===== src/rtl/external_interrupt_controller_pkg.sv =====
// Shared encodings for the external interrupt controller: FSM states,
// IO command opcodes and the bit layout of the status word.
package external_interrupt_controller_pkg;

   typedef enum logic [1:0] {
      EIC_IDLE = 2'd0,
      EIC_REQ  = 2'd1,
      EIC_SERV = 2'd2
   } eicState_t;

   localparam logic [3:0] EIC_OP_ACK  = 4'h1;
   localparam logic [3:0] EIC_OP_EOI  = 4'h2;
   localparam logic [3:0] EIC_OP_MASK = 4'h3;
   localparam logic [3:0] EIC_OP_CLRP = 4'h4;

   localparam int OPCODE_LSB     = 28;
   localparam int STAT_STATE_LSB = 30;
   localparam int STAT_ID_LSB    = 16;
   localparam int STAT_MASK_LSB  = 8;
   localparam int STAT_PEND_LSB  = 0;

endpackage


===== src/rtl/external_interrupt_controller_source_sync.sv =====
// One interrupt source: 2-FF synchroniser, edge detector and pending bit.
// A new rising edge beats a simultaneous clear so no event is lost.
module eic_source_sync #(
   parameter logic IS_EDGE = 1'b1
) (
   input  logic clk,
   input  logic rstN,
   input  logic irqRaw,
   input  logic clrPend,
   output logic pending,
   output logic pendNext
);

   logic sync1;
   logic sync2;
   logic prevLvl;
   logic rise;

   assign rise = sync2 & ~prevLvl;

   always_comb begin
      if (IS_EDGE)
         pendNext = rise | (pending & ~clrPend);
      else
         pendNext = sync2;
   end

   always_ff @(posedge clk or negedge rstN) begin
      if (!rstN) begin
         sync1   <= 1'b0;
         sync2   <= 1'b0;
         prevLvl <= 1'b0;
         pending <= 1'b0;
      end else begin
         sync1   <= irqRaw;
         sync2   <= sync1;
         prevLvl <= sync2;
         pending <= pendNext;
      end
   end

endmodule


===== src/rtl/external_interrupt_controller.sv =====
// Fixed-priority external interrupt controller: latches source requests,
// presents the lowest-index eligible one to the core and obeys IO commands.
module external_interrupt_controller
   import external_interrupt_controller_pkg::*;
#(
   parameter int                 NUM_SRC   = 2,
   parameter int                 ID_W      = 1,
   parameter logic [NUM_SRC-1:0] EDGE_MASK = 2'b11,
   parameter logic [NUM_SRC-1:0] MASK_RST  = 2'b11
) (
   input  logic               Sys_Clock,
   input  logic               Sys_Reset,
   input  logic [NUM_SRC-1:0] Irq_Src,
   input  logic               IO_EnR,
   input  logic               IO_EnW,
   input  logic [31:0]        IO_DataW,
   output logic [31:0]        IO_DataR,
   output logic               EIC_I_Req,
   output logic [ID_W-1:0]    EIC_I_Id
);

   eicState_t          state;
   logic               reqReg;
   logic [ID_W-1:0]    idReg;
   logic [31:0]        dataRReg;
   logic [NUM_SRC-1:0] maskReg;
   logic [NUM_SRC-1:0] maskNext;
   logic [NUM_SRC-1:0] pending;
   logic [NUM_SRC-1:0] pendNext;
   logic [NUM_SRC-1:0] clrVec;
   logic [NUM_SRC-1:0] eligible;
   logic [ID_W-1:0]    winner;
   logic [31:0]        statusWord;
   logic [3:0]         opcode;
   logic               cmdAck;
   logic               cmdEoi;
   logic               cmdMask;
   logic               cmdClrp;
   logic               unusedDataBits;

   assign opcode  = IO_DataW[OPCODE_LSB +: 4];
   assign cmdAck  = IO_EnW && (opcode == EIC_OP_ACK) && (state == EIC_REQ);
   assign cmdEoi  = IO_EnW && (opcode == EIC_OP_EOI) && (state == EIC_SERV);
   assign cmdMask = IO_EnW && (opcode == EIC_OP_MASK);
   assign cmdClrp = IO_EnW && (opcode == EIC_OP_CLRP);
   assign unusedDataBits = ^IO_DataW[OPCODE_LSB-1:NUM_SRC];

   assign maskNext = cmdMask ? IO_DataW[NUM_SRC-1:0] : maskReg;
   assign eligible = pending & maskReg;

   genvar gi;
   generate
      for (gi = 0; gi < NUM_SRC; gi++) begin : gSrc
         // Level sources track their line, so only edge sources take clears.
         assign clrVec[gi] = EDGE_MASK[gi] &&
                             ((cmdClrp && IO_DataW[gi]) ||
                              (cmdEoi && (idReg == ID_W'(gi))));

         eic_source_sync #(
            .IS_EDGE (EDGE_MASK[gi])
         ) uSrc (
            .clk      (Sys_Clock),
            .rstN     (Sys_Reset),
            .irqRaw   (Irq_Src[gi]),
            .clrPend  (clrVec[gi]),
            .pending  (pending[gi]),
            .pendNext (pendNext[gi])
         );
      end
   endgenerate

   always_comb begin
      winner = '0;
      for (int i = NUM_SRC - 1; i >= 0; i--) begin
         if (eligible[i])
            winner = ID_W'(i);
      end
   end

   always_comb begin
      statusWord = '0;
      statusWord[STAT_STATE_LSB +: 2]      = state;
      statusWord[STAT_ID_LSB +: ID_W]      = idReg;
      statusWord[STAT_MASK_LSB +: NUM_SRC] = maskReg;
      statusWord[STAT_PEND_LSB +: NUM_SRC] = pending;
   end

   always_ff @(posedge Sys_Clock or negedge Sys_Reset) begin
      if (!Sys_Reset) begin
         state    <= EIC_IDLE;
         reqReg   <= 1'b0;
         idReg    <= '0;
         dataRReg <= '0;
         maskReg  <= MASK_RST;
      end else begin
         if (IO_EnR)
            dataRReg <= statusWord;
         if (cmdMask)
            maskReg <= IO_DataW[NUM_SRC-1:0];

         case (state)
            EIC_IDLE: begin
               if (|eligible) begin
                  state  <= EIC_REQ;
                  idReg  <= winner;
                  reqReg <= 1'b1;
               end
            end
            EIC_REQ: begin
               // Withdraw at the same edge the request stops being valid.
               if (!maskNext[idReg] || !pendNext[idReg]) begin
                  state  <= EIC_IDLE;
                  reqReg <= 1'b0;
               end else if (cmdAck) begin
                  state  <= EIC_SERV;
                  reqReg <= 1'b0;
               end
            end
            EIC_SERV: begin
               if (cmdEoi)
                  state <= EIC_IDLE;
            end
            default: begin
               state  <= EIC_IDLE;
               reqReg <= 1'b0;
            end
         endcase
      end
   end

   assign IO_DataR  = dataRReg;
   assign EIC_I_Req = reqReg;
   assign EIC_I_Id  = idReg;

endmodule


===== config.mk =====
export PLATFORM = sky130hd
export DESIGN_NAME = external_interrupt_controller
export DESIGN_NICKNAME = d
export VERILOG_FILES = /design/src/rtl/external_interrupt_controller_pkg.sv /design/src/rtl/external_interrupt_controller_source_sync.sv /design/src/rtl/external_interrupt_controller.sv
export SDC_FILE = /design/constraint.sdc
export NUM_CORES = 1
export LEC_CHECK = 0
export ABC_CLOCK_PERIOD_IN_PS = 1900
export CAP_MARGIN = 10
export CORE_MARGIN = 10
export CORE_UTILIZATION = 37
export CTS_BUF_LIST = sky130_fd_sc_hd__clkbuf_8
export DETAILED_ROUTE_END_ITERATION = 16
export GPL_TIMING_DRIVEN = 0
export PLACE_DENSITY = 0.82
export SYNTH_ARGS = -nofsm -noshare
export SYNTH_HDL_FRONTEND = slang
export SYNTH_SLANG_ARGS = --single-unit

===== constraint.sdc =====
create_clock -name Sys_Clock -period 1.9 [get_ports Sys_Clock]
set_input_delay 0.19 -clock Sys_Clock [delete_from_list [all_inputs] [get_ports Sys_Clock]]
set_output_delay 0.19 -clock Sys_Clock [all_outputs]
set_load 0.1 [all_outputs]

==> flow_metrics.env, run 1 <==
export IMPL_post_cts_buffers=0
export IMPL_min_from="gSrc[0].uSrc.sync1$_DFF_PN0_"
export IMPL_final_setup_viol_count=0
export IMPL_diodes=0
export IMPL_fin_nets=180
export IMPL_rsz0062_at_grt="no"
export IMPL_row_count=19
export IMPL_status="finished clean"
export IMPL_numCtsBuffers=3
export IMPL_power_density_nw_per_um2=1310
export IMPL_place_inst=168
export IMPL_crit_path_max_incr_delay_ns=0.88
export IMPL_grt_pass1_wl_um=3700
export IMPL_via_count=759
export IMPL_die_y_um=74.7
export IMPL_fp_dieW_um=74.7
export IMPL_yosysWarnings=0
export IMPL_async_flop_share_pct=100
export IMPL_io_buffer_count=19
export IMPL_drt_pass1_iter_count=4
export IMPL_worst_pin_slew_ns=0.973
export IMPL_hpwl_um=2000
export IMPL_ios=72
export IMPL_drcViolationCount=0
export IMPL_critPathBufInv=1
export IMPL_drive_gt1_share_pct=32.6
export IMPL_synth_edff_count=0
export IMPL_clock_tree_buffer_depth=2
export IMPL_pre_cts_ws_ns=-0.0749
export IMPL_final_hold_viol_count=0
export IMPL_yosys_cell_types_count=31
export IMPL_timing_final_ws_setup_ns=0.139
export IMPL_synth_top_cell_area_share_pct=42.9
export IMPL_crit_type="register to output pin"
export IMPL_worstPathArrival_ns=1.57
export IMPL_min_period_over_period_pct=92.7
export IMPL_worst_setup_path_start_kind="register"
export IMPL_endpoint_kind="output pin"
export IMPL_grt_ovfl_total=0
export IMPL_final_core_util_pct=52.1
export IMPL_cp_data_required_time_ns=1.71
export IMPL_cpMaxStageDelayCell="dlygate4sd2_1"
export IMPL_reg2reg_from="state[0]$_DFFE_PN0P_"
export IMPL_startpoint="EIC_I_Id$_DFFE_PN0P_"
export IMPL_insertion_delay_ns=0.26
export IMPL_cts_root_buf="clkbuf_8"
export IMPL_drv_cap=0
export IMPL_synth_flop_cell="dfrtp_1"
export IMPL_cts_reportedPaths_clkPinSlew_ns=0.07
export IMPL_wire_per_inst_um=13.6
export IMPL_ant_nets=0
export IMPL_synth_top_area_cell="dfrtp_1"
export IMPL_synthToLayoutAreaGrowth_pct=31.9
export IMPL_peakVddDrop_v=0.000926
export IMPL_hp_class="register to register"
export IMPL_die_area_um2=5590
export IMPL_most_common_layout_cells="buf_4 (25), conb_1 (25), dfrtp_1 (19)"
export IMPL_stdcell_area_um2=1460
export IMPL_avgSynthCellArea_um2=11.8
export IMPL_multi_input_area_um2=457
export IMPL_core_area_um2=2810
export IMPL_nFillCells=266
export IMPL_cts_tree="built"
export IMPL_ys_ff_latch=21
export IMPL_floorplan_initialDensity_pct=39.5
export IMPL_slew_violations=0
export IMPL_yosysSeqAreaShare_pct=47.6
export IMPL_crit_family="buffers and inverters"
export IMPL_cts_resized=9
export IMPL_avgViaCountPerCell=4.41
export IMPL_skew_ns=0.00150
export IMPL_crit_fanout=6
export IMPL_grt_pass1_vias=809
export IMPL_track_usage_pct=8.36
export IMPL_regArea_um2=528
export IMPL_netlist_instances=94
export IMPL_grt_max_degree=22
export IMPL_gp_congestion=0.727
export IMPL_power_leakage_nw=0.716
export IMPL_timing_fmax_ghz=0.568
export IMPL_drt_wl_total_um=2350
export IMPL_htreeDepth=1
export IMPL_relSlewSlack_pct=35.4
export IMPL_synth_area_um2=1110
export IMPL_total_power_mw=1.91
export IMPL_drt_initial_drc_count=12
export IMPL_postPlaceCellArea_um2=1430
export IMPL_antenna_found_initial=0
export IMPL_crit_chain="dlygate4sd2_1"
export IMPL_layout_cells_non_filler=172
export IMPL_fin_crit_ns=1.76
export IMPL_synth_top_cells_by_area="dfrtp_1 (43%), buf_4 (17%), mux2_2 (8.1%)"
export IMPL_cts_sinks=21
export IMPL_hold_buffers=0
kinds of logic (layout without fill, tap and decap cells):
group / Yosys count / in the layout / synth area share, %
buffers and inverters: 32 / 55 / 19.3
DFF: 21 / 21 / 47.6
AOI/OAI and AO/OA: 15 / 15 / 11.1
and+or+nand+nor: 15 / 15 / 11.3
muxes: 10 / 10 / 10.4
other: 1 / 25 / 0.338
metal layers:
metal / GRT usage [%] / vias to the layer above / wire [µm] / part of all wire, %
li1: - / 371 / - / -
met1: 7.78 / 349 / 876 / 37
met2: 15.4 / 37 / 1120 / 48
met3: 4.07 / 2 / 336 / 14
met4: 3.36 / 0 / 15 / 0.64
met5: 0 / - / 0 / 0
where the power goes:
part           internal (mW)  switching, mW  total [mW]
Combinational          0.213          0.782       0.995
Clock                  0.146          0.144       0.290
Sequential             0.543         0.0824       0.625
final cells by class:
cell class / instances / share of cell area, %
clock buffer: 3 / 2.82
clock inverter: 1 / 0.342
buffer: 26 / 13.1
sequential: 21 / 36.1
tap: 31 / 2.65
multi-input combinational: 65 / 31.2
timing repair buffer: 19 / 12.2
inverter: 6 / 1.54
registers in the layout (all words and copies together), names as in the netlist:
register           cells
IO_DataR               7
gSrc.uSrc.pending      2
gSrc.uSrc.prevLvl      2
gSrc.uSrc.sync1        2
gSrc.uSrc.sync2        2
maskReg                2
state                  2
EIC_I_Id               1
EIC_I_Req              1
Yosys cell counts, types with 2 or more instances:
master and count:
mux2_2 8, dfrtp_1 19, nand3b_1 2, o211ai_1 2
dfstp_2 2, o31ai_1 2, nand3_1 2, a31oi_1 2
o21ai_0 2, buf_4 25, inv_1 6, nor2_1 3
path summary, 6_finish.rpt:
check	end	slack, ns	cells after the start
max	EIC_I_Id	0.14	1
min	gSrc[0].uSrc.sync2$_DFF_PN0_	0.35	0
max reg2reg	EIC_I_Req$_DFFE_PN0P_	0.19	5
min reg2reg	gSrc[0].uSrc.sync2$_DFF_PN0_	0.35	0
max in group asynchronous	IO_DataR[0]$_DFFE_PN0P_	0.91	1
min in group asynchronous	IO_DataR[31]$_DFFE_PN0P_	0.44	1
through the flow:
stage	TNS [ns]	hold WS (ns)
4_1_cts	0	0.352
3_3_place_gp	-0.0451	0.333
3_5_place_dp	-0.212	0.335
6_report	0	0.352
2_1_floorplan	0	-0.106
5_1_grt	0	0.366
Power figures use the tool's default switching activity.
==> run 2, diff against run 1 <==
--- a/config.mk
+++ b/config.mk
@@ -10,8 +10,10 @@
 export CORE_MARGIN = 10
 export CORE_UTILIZATION = 37
 export CTS_BUF_LIST = sky130_fd_sc_hd__clkbuf_8
+export CTS_CLUSTER_SIZE = 20
 export DETAILED_ROUTE_END_ITERATION = 16
 export GPL_TIMING_DRIVEN = 0
+export HOLD_SLACK_MARGIN = 0.1
 export PLACE_DENSITY = 0.82
 export SYNTH_ARGS = -nofsm -noshare
 export SYNTH_HDL_FRONTEND = slang
==> results of run 2 <==
No change in the layout: final DEF, timing and power equal those of run 1.
